`src/rtl/sourcechannel_pkg.sv`:
```
// sourcechannel_pkg: request type, widths and priority helpers shared by the source channel transmitter.
package sourcechannel_pkg;
  localparam int SDATA_W = 8;
  localparam int PRIORITY_W = 8;
  localparam logic [PRIORITY_W-1:0] PRIO_MAX = '1;
  typedef struct packed {
    logic [PRIORITY_W-1:0] prio;
    logic [SDATA_W-1:0]    data;
  } src_req_t;
  typedef enum logic {IDLE, WAIT} age_state_t;
  function automatic logic [PRIORITY_W-1:0] sat_inc(input logic [PRIORITY_W-1:0] p);
    return (p == PRIO_MAX) ? p : p + 1'b1;
  endfunction
endpackage

```
`src/rtl/sourcechannel_if.sv`:
```
// sourcechannel_if: producer write port and arbiter-facing channel handshake.
interface sourcechannel_if;
  import sourcechannel_pkg::*;
  logic                  wr_valid;
  logic                  wr_ready;
  logic [PRIORITY_W-1:0] wr_priority;
  logic [SDATA_W-1:0]    wr_data;
  logic                  channel_valid;
  logic                  channel_ready;
  logic [PRIORITY_W-1:0] channel_priority;
  logic [SDATA_W-1:0]    channel_data;
  modport master (
    output wr_valid, wr_priority, wr_data, channel_ready,
    input  wr_ready, channel_valid, channel_priority, channel_data
  );
  modport slave (
    input  wr_valid, wr_priority, wr_data, channel_ready,
    output wr_ready, channel_valid, channel_priority, channel_data
  );
endinterface

```
`src/rtl/sourcechannel_fifo.sv`:
```
// sourcechannel_fifo: request buffer with a head read port and a head-priority rewrite port.
module sourcechannel_fifo
  import sourcechannel_pkg::*;
#(
  parameter int DEPTH = 4,
  localparam int AW = $clog2(DEPTH),
  localparam int LW = $clog2(DEPTH + 1)
) (
  input  logic                  clk,
  input  logic                  rst,
  input  logic                  push,
  input  logic                  pop,
  input  src_req_t              wr_req,
  output src_req_t              head,
  input  logic                  prio_we,
  input  logic [PRIORITY_W-1:0] prio_wd,
  output logic [LW-1:0]         level
);
  src_req_t mem [DEPTH];
  logic [AW-1:0] wr_ptr, rd_ptr;
  assign head = mem[rd_ptr];
  // A head rewrite never collides with a push: rd_ptr==wr_ptr with entries held means full.
  always_ff @(posedge clk) begin
    if (push) mem[wr_ptr] <= wr_req;
    if (prio_we) mem[rd_ptr].prio <= prio_wd;
  end
  always_ff @(posedge clk or posedge rst) begin
    if (rst) begin
      wr_ptr <= '0;
      rd_ptr <= '0;
      level  <= '0;
    end else begin
      wr_ptr <= push ? wr_ptr + 1'b1 : wr_ptr;
      rd_ptr <= pop ? rd_ptr + 1'b1 : rd_ptr;
      level  <= (push & ~pop) ? level + 1'b1 : (pop & ~push) ? level - 1'b1 : level;
    end
  end
endmodule

```
`src/rtl/sourcechannel_tx.sv`:
```
// sourcechannel_tx: buffers local requests and presents them to the arbiter, aging a stalled head's priority.
module sourcechannel_tx
  import sourcechannel_pkg::*;
#(
  parameter int DEPTH = 4,
  parameter int AGE_THRESH = 16,
  localparam int LW = $clog2(DEPTH + 1),
  localparam int CW = (AGE_THRESH > 1) ? $clog2(AGE_THRESH) : 1
) (
  input  logic          clk,
  input  logic          rst,
  sourcechannel_if.slave ch,
  output logic [LW-1:0] level,
  output logic          boost
);
  src_req_t   head;
  age_state_t state;
  logic [CW-1:0] age_cnt, age;
  logic push, pop, stall, hit;
  assign ch.wr_ready         = ~rst & (level != LW'(DEPTH));
  assign ch.channel_valid    = level != '0;
  assign ch.channel_priority = head.prio;
  assign ch.channel_data     = head.data;
  assign push  = ch.wr_valid & ch.wr_ready;
  assign pop   = ch.channel_valid & ch.channel_ready;
  assign stall = ch.channel_valid & ~ch.channel_ready;
  // IDLE guarantees a fresh count for a new head.
  assign age   = (state == WAIT) ? age_cnt : '0;
  assign hit   = stall & (age == CW'(AGE_THRESH - 1));
  assign boost = hit & (head.prio != PRIO_MAX);
  sourcechannel_fifo #(.DEPTH(DEPTH)) u_fifo (
    .clk     (clk),
    .rst     (rst),
    .push    (push),
    .pop     (pop),
    .wr_req  ('{prio: ch.wr_priority, data: ch.wr_data}),
    .head    (head),
    .prio_we (hit),
    .prio_wd (sat_inc(head.prio)),
    .level   (level)
  );
  always_ff @(posedge clk or posedge rst) begin
    if (rst) begin
      state   <= IDLE;
      age_cnt <= '0;
    end else begin
      state   <= stall ? WAIT : IDLE;
      age_cnt <= (stall & ~hit) ? age + 1'b1 : '0;
    end
  end
endmodule

```
`src/flat_wrapper.sv`:
```
// flat-port wrapper written by rule: the top's interface ports become plain ports
module sourcechannel_tx_flat import sourcechannel_pkg::*;
#(
  parameter int DEPTH = 4,
  parameter int AGE_THRESH = 16,
  localparam int LW = $clog2(DEPTH + 1),
  localparam int CW = (AGE_THRESH > 1) ? $clog2(AGE_THRESH) : 1
)
  (clk, rst, level, boost, ch_wr_valid, ch_wr_priority, ch_wr_data, ch_channel_ready, ch_wr_ready, ch_channel_valid, ch_channel_priority, ch_channel_data);
  sourcechannel_if ch_i ();
  input  logic clk;
  input  logic rst;
  output logic [LW-1:0] level;
  output logic boost;
  input wire logic [$bits(ch_i.wr_valid)-1:0] ch_wr_valid;
  input wire logic [$bits(ch_i.wr_priority)-1:0] ch_wr_priority;
  input wire logic [$bits(ch_i.wr_data)-1:0] ch_wr_data;
  input wire logic [$bits(ch_i.channel_ready)-1:0] ch_channel_ready;
  output wire logic [$bits(ch_i.wr_ready)-1:0] ch_wr_ready;
  output wire logic [$bits(ch_i.channel_valid)-1:0] ch_channel_valid;
  output wire logic [$bits(ch_i.channel_priority)-1:0] ch_channel_priority;
  output wire logic [$bits(ch_i.channel_data)-1:0] ch_channel_data;
  assign ch_i.wr_valid = ch_wr_valid;
  assign ch_i.wr_priority = ch_wr_priority;
  assign ch_i.wr_data = ch_wr_data;
  assign ch_i.channel_ready = ch_channel_ready;
  assign ch_wr_ready = ch_i.wr_ready;
  assign ch_channel_valid = ch_i.channel_valid;
  assign ch_channel_priority = ch_i.channel_priority;
  assign ch_channel_data = ch_i.channel_data;
  sourcechannel_tx #(.DEPTH(DEPTH), .AGE_THRESH(AGE_THRESH)) u_core (.clk(clk), .rst(rst), .ch(ch_i), .level(level), .boost(boost));
endmodule
```
`config.mk`:
```
export PLATFORM = sky130hd
export DESIGN_NAME = sourcechannel_tx_flat
export DESIGN_NICKNAME = d
export VERILOG_FILES = /design/src/rtl/sourcechannel_pkg.sv /design/src/rtl/sourcechannel_if.sv /design/src/rtl/sourcechannel_fifo.sv /design/src/rtl/sourcechannel_tx.sv /design/src/flat_wrapper.sv
export SDC_FILE = /design/constraint.sdc
export NUM_CORES = 1
export LEC_CHECK = 0
export CAP_MARGIN = 20
export CORE_AREA = 5 5 96 98
export CTS_CLUSTER_SIZE = 10
export DETAILED_ROUTE_END_ITERATION = 8
export DIE_AREA = 0 0 101 103
export GPL_TIMING_DRIVEN = 1
export PLACE_DENSITY = 0.64
export SLEW_MARGIN = 20
export SYNTH_ARGS = -nofsm -noshare
export SYNTH_HDL_FRONTEND = slang
export SYNTH_SLANG_ARGS = --single-unit
```
`constraint.sdc`:
```
create_clock -name clk -period 3.1 [get_ports clk]
set_clock_uncertainty 0.05 [all_clocks]
set_input_delay 0.465 -clock clk [delete_from_list [all_inputs] [get_ports clk]]
set_output_delay 0.465 -clock clk [all_outputs]
set_load 0.02 [all_outputs]
```
# Word-level counts from Yosys, hierarchy flattened
# Memory sizes are Yosys's and may differ from the RTL's.
# Cells that the tools add are included.
[totals]
output_inout_bits = 22
elab_cells = 42
inputBits = 20
rom_bits = 0
n_memories = 1
latchBits = 0
ram_bits = 64
register_bits = 12
[classes]
multipliers = 0
mux = 10
shifts = 0
n_div = 0
n_bitwise = 14
n_lt_le_gt_ge = 0
n_eq_ne = 4
n_reduce_logical = 2
add_sub_neg = 6
[memory_table]
columns = ["memory", "depth", "width", "rd", "rd_clocked_by_memory_dff", "wr", "line", "source"]
rows = [
  ["u_core.u_fifo.mem", 4, 16, 1, 0, 2, "sourcechannel_fifo.sv:19", "src_req_t mem [DEPTH];"],
]
[ops]
columns = ["op", "count"]
rows = [
  ["$and A1 B1 Y1", 9],
  ["$add A8 B1 Y8 const B", 1],
  ["$eq A8 B8 Y1 const B", 1],
  ["$mux W4", 2],
  ["$mux W8", 1],
  ["$ne A8 B8 Y1 const B", 1],
  ["$mux W3", 2],
  ["$mux W1", 5],
  ["$not A1 Y1", 5],
  ["$add A2 B1 Y2 const B", 2],
  ["$add A4 B1 Y4 const B", 1],
  ["$eq A4 B4 Y1 const B", 1],
  ["$add A3 B1 Y3 const B", 1],
  ["$ne A3 B3 Y1 const B", 1],
  ["$reduce_bool A3 Y1", 1],
  ["$sub A3 B1 Y3 const B", 1],
  ["$reduce_bool A2 Y1", 1],
]

# Logic depth before layout (Yosys ltp)
[depth]
word_depth = 7
depth_mapped = 9
mapped_depth_nobuf = 9

# Cells and area by module
# A second synthesis with hierarchy kept.
[unflattened]
cells_unflattened = 265
area_unflattened_um2 = 3761.1
[by_module_without_submodules]
columns = ["module", "n_inst", "cells_per_inst", "area_each_um2", "seq_area_each_um2"]
rows = [
  ["sourcechannel_fifo", 1, 210, 3299.4, 2097.0],
  ["sourcechannel_tx", 1, 55, 461.7, 125.1],
]

# Worst setup path before layout
# No wires, ideal clock.
[synth_path]
kind = "register -> output"
start = "register u_core.u_fifo.rd_ptr[0]"
end = "output boost"
slack_ns = 0.685
t_arrival_ns = 1.900
stages_incl_launch_ff = 6
path_buffers = 1
required_ns = 2.585
cell_sequence = "dfrtp_1 > buf_6 > mux4_2 > ha_1 > nand3_2 > and2_1"
[synth_between]
elab_chain_len = 3
[synth_lines]
columns = ["item", "line", "source"]
rows = [
  ["from (decl)", "sourcechannel_fifo.sv:20", "logic [AW-1:0] wr_ptr, rd_ptr;"],
  ["from (signal assigned)", "sourcechannel_fifo.sv:34", "rd_ptr <= pop ? rd_ptr + 1'b1 : rd_ptr;"],
  ["$mem_v2 Z4 W16", "n/a", ""],
  ["net ch_channel_priority[0]", "flat_wrapper.sv:21", "output wire logic [$bits(ch_i.channel_priority)-1:0] ch_channel_priority;"],
  ["$ne A8 B8 Y1", "sourcechannel_tx.sv:30", "assign boost = hit & (head.prio != PRIO_MAX);"],
  ["$and A1 B1 Y1", "sourcechannel_tx.sv:30", ""],
  ["to (decl)", "flat_wrapper.sv:14", "output logic boost;"],
]
# The timed path passes the listed nets, and every way through them passes these cells.

# Worst setup path in the final report
[layout_path]
start = "register u_core.u_fifo.rd_ptr[0]"
end = "output boost"
[layout_between]
elab_chain_len = 3
[layout_lines]
columns = ["item", "line"]
rows = [
  ["$mem_v2 Z4 W16", "n/a"],
  ["$ne A8 B8 Y1", "sourcechannel_tx.sv:30"],
  ["$and A1 B1 Y1", "sourcechannel_tx.sv:30"],
]
# No other way between the ends.

==> impl_metrics.py <==
metrics = {
    "synth": {
        "synthesis.instances": 234,
        "ys_seq_area_share_pct": 62.2,
        "synth_compound_area_share_pct": 9.07,
        "synth_top_area_cell": "edfxtp_1",
        "synth_fa_ha_area_share_pct": 4.41,
        "synth_xor_xnor_area_share_pct": 2.42,
        "synth_simple_gate_area_share_pct": 8.40,
        "synth_area_leaders": "edfxtp_1, mux4_2, dfrtp_1",
        "avgSynthCellArea_um2": 15.3,
        "synth_top_family_by_area": "multiplexers",
        "syn_area_um2": 3570,
        "synthesis.nets": 266,
        "muxShareOfSynthArea_pct": 11.6,
        "synth.top_cell.area_share_pct": 53.8,
        "synth_seq_cells": 76,
        "synth.distinct_cells": 32,
        "synth_warnings": 0,
    },
    "sta": {
        "slew_headroom_pct": 60.8,
        "fin_setup_tns_ns": 0,
        "hold_viol": 0,
        "min_period_ns": 2.94,
        "rsz0062_at_grt": "no",
        "layout_worst_path_cycle_share_pct": 94.8,
        "finalSetupViolCount": 0,
        "fmax_mhz": 340,
        "tightestPinTransition_ns": 0.586,
        "drv_slew": 0,
        "whs_ns": 0.451,
    },
    "clock_network": {
        "root_buffer": "clkbuf_8",
        "cts_tree": "yes",
        "cts_resized": 2,
        "hold_buffers": 0,
        "cts_buffers": 9,
        "clockBufferDepth": 2,
        "post_cts_buffers": 0,
        "path_clk_slew_ns": 0.08,
        "clock_sinks": 76,
        "h-tree-depth": 3,
        "insertion_delay_ns": 0.35,
    },
    "worst_setup_path": {
        "end_kind": "output port",
        "cp_num_buf_inv": 1,
        "cp-startpoint": "u_core.u_fifo.rd_ptr[0]",
        "worstPathArrival_ns": 2.42,
        "required_ns": 2.58,
        "cp_num_cells": 5,
        "r2r_start": "u_core.u_fifo.rd_ptr[0]",
        "cp-start-kind": "flop",
        "cp_slowest_cell": "mux4_2",
        "critPathTopFamily": "multiplexers",
        "reg2reg_slack_ns": 0.64,
        "critPathMaxStageDelay_ns": 0.61,
        "worstRegToRegCells": 5,
        "path_max_fanout": 8,
        "crit_end": "boost",
        "crit_chain": "mux4_2 > ha_1 > nand3_2 > and2_1 > dlygate4sd2_1",
        "path_class": "flop to output port",
        "r2r-end": "u_core.u_fifo.mem[0][9]",
    },
    "global_route": {
        "grt_max_degree": 16,
        "grt.total_usage_pct": 15.4,
        "grt_pass1_vias": 2239,
        "grt_first_pass_wirelength_um": 12000,
        "antenna_found_initial": 0,
        "grt_overflow": 0,
    },
    "routing": {
        "first_iter_violations": 143,
        "antenna_left": 0,
        "wl_per_cell_um": 18.5,
        "vias_per_cell": 5.46,
        "routed_wl_um": 7410,
        "remaining_drc_errors": 0,
        "firstDrtPassIters": 4,
        "vias": 2184,
    },
    "floorplan": {
        "initial_core_util_pct": 42.6,
        "core_um2": 8380,
        "ios": 42,
        "die_x_um": 101,
        "die_y_um": 103,
        "rows": 34,
        "die_area_um2": 10400,
    },
    "pwr": {
        "power_per_cell_area_nw_per_um2": 904,
        "ir_drop_mv": 0.280,
        "p_leak_nw": 1.58,
    },
    "cells_and_area": {
        "nFillCells": 709,
        "nets": 319,
        "antenna_cells": 0,
        "drive_gt1_share_pct": 15.4,
        "syn2layout_area_growth_pct": 22.1,
    },
    "job": {
        "max-cap-violations": 0,
    },
    "place": {
        "io_buffers": 41,
        "dp_hpwl_um": 5430,
        "gp_congestion": 0.800,
    },
    "worst_hold_path": {
        "holdCritPathClass": "input port to async pin",
    },
    "run_status": {
        "outcome": "finished, final reports clean",
    },
}
## layer usage
layer | vias to the layer above | wire length (µm) | share of wire, % | GRT usage (%)
li1 | 1020 | - | - | -
met1 | 1083 | 3210 | 43 | 20.8
met2 | 71 | 3710 | 50 | 24.8
met3 | 10 | 407 | 5.5 | 2.77
met4 | 0 | 85 | 1.1 | 6.54
met5 | - | 0 | 0 | 0
## per-stage QoR
step,util [%],cell area [µm²],worst slack (ns),power (W),std cells
floorplan,-,3570,0.685,0.00250,234
global placement,49.3,4140,0.222,0.00310,384
detailed placement,49.3,4140,0.162,0.00313,384
CTS,52.1,4360,0.138,0.00399,400
global route,52.1,4360,0.0257,0.00418,400
finish,52.1,4360,0.163,0.00394,400
## power breakdown
part,leakage [nW],internal (W),switching [W],total (W)
Sequential,0.719,0.00127,0.000109,0.00138
Clock,0.113,0.000467,0.000390,0.000857
Combinational,0.747,0.000767,0.000935,0.00170
Total,1.58,0.00251,0.00143,0.00394
## layout by cell type (no fill, tap or decap), types with 10 or more instances in the layout
master           count
a22o_1              16
clkdlybuf4s50_1     40
dfrtp_1             11
edfxtp_1            64
ha_1                11
inv_1               11
mux4_2              16
nand2_1             20
nor2_1              10
o2bb2ai_1           12
## logic make-up after synthesis
group / Yosys count
flops: 76
simple gates: 60
compound gates: 40
mux: 21
buf+inv: 16
fa+ha+maj: 12
xor+xnor: 9
## worst min path at each step
stage | end | depth (start not counted) | startpoint | slack [ns]
2_1_floorplan | u_core.age_cnt[0] | 1 | rst | 0.28
3_3_place_gp | u_core.u_fifo.level[2] | 1 | u_core.u_fifo.level[2] | 0.47
3_5_place_dp | u_core.u_fifo.level[2] | 1 | u_core.u_fifo.level[2] | 0.49
4_1_cts | u_core.u_fifo.level[2] | 2 | rst | 0.46
5_1_grt | u_core.u_fifo.rd_ptr[1] | 2 | rst | 0.52
6_report | u_core.age_cnt[0] | 2 | rst | 0.45
## synthesized netlist by cell type
library cell  number
edfxtp_1          64
nand2_1           20
a22o_1            16
mux4_2            16
dfrtp_1           12
o2bb2ai_1         12
ha_1              11
inv_1             11
nor2_1            10
and2_1             9
nand4_1            6
o21ai_0            6
xnor2_1            5
nand3_1            4
a21oi_1            3
mux2i_1            3
nand2b_1           3
nor3_1             3
xor2_1             3
a31oi_1            2
and3_1             2
buf_2              2
mux2_2             2
a31oi_4            1
and4_4             1
buf_1              1
buf_6              1
clkbuf_1           1
fa_1               1
nand3_2            1
or3_1              1
xor2_2             1
## cell type report
cell class / instances / area [µm²] / share of cell area, %
clock buffers: 9 / 124 / 2.84
multi-input cells: 142 / 1280 / 29.4
well taps: 108 / 135 / 3.10
inverters: 11 / 41.3 / 0.946
flip-flops and latches: 76 / 2220 / 50.9
repair buffers: 47 / 454 / 10.4
clock inverters: 7 / 105 / 2.41
## state kept, by name (all words and copies together), names as in the netlist
signal                flops
u_core.age_cnt            4
u_core.u_fifo.wr_ptr      2
u_core.u_fifo.rd_ptr      2
u_core.u_fifo.level       3
u_core.u_fifo.mem        64
u_core.state              1
Note: power is estimated with default switching activity, not from simulation.
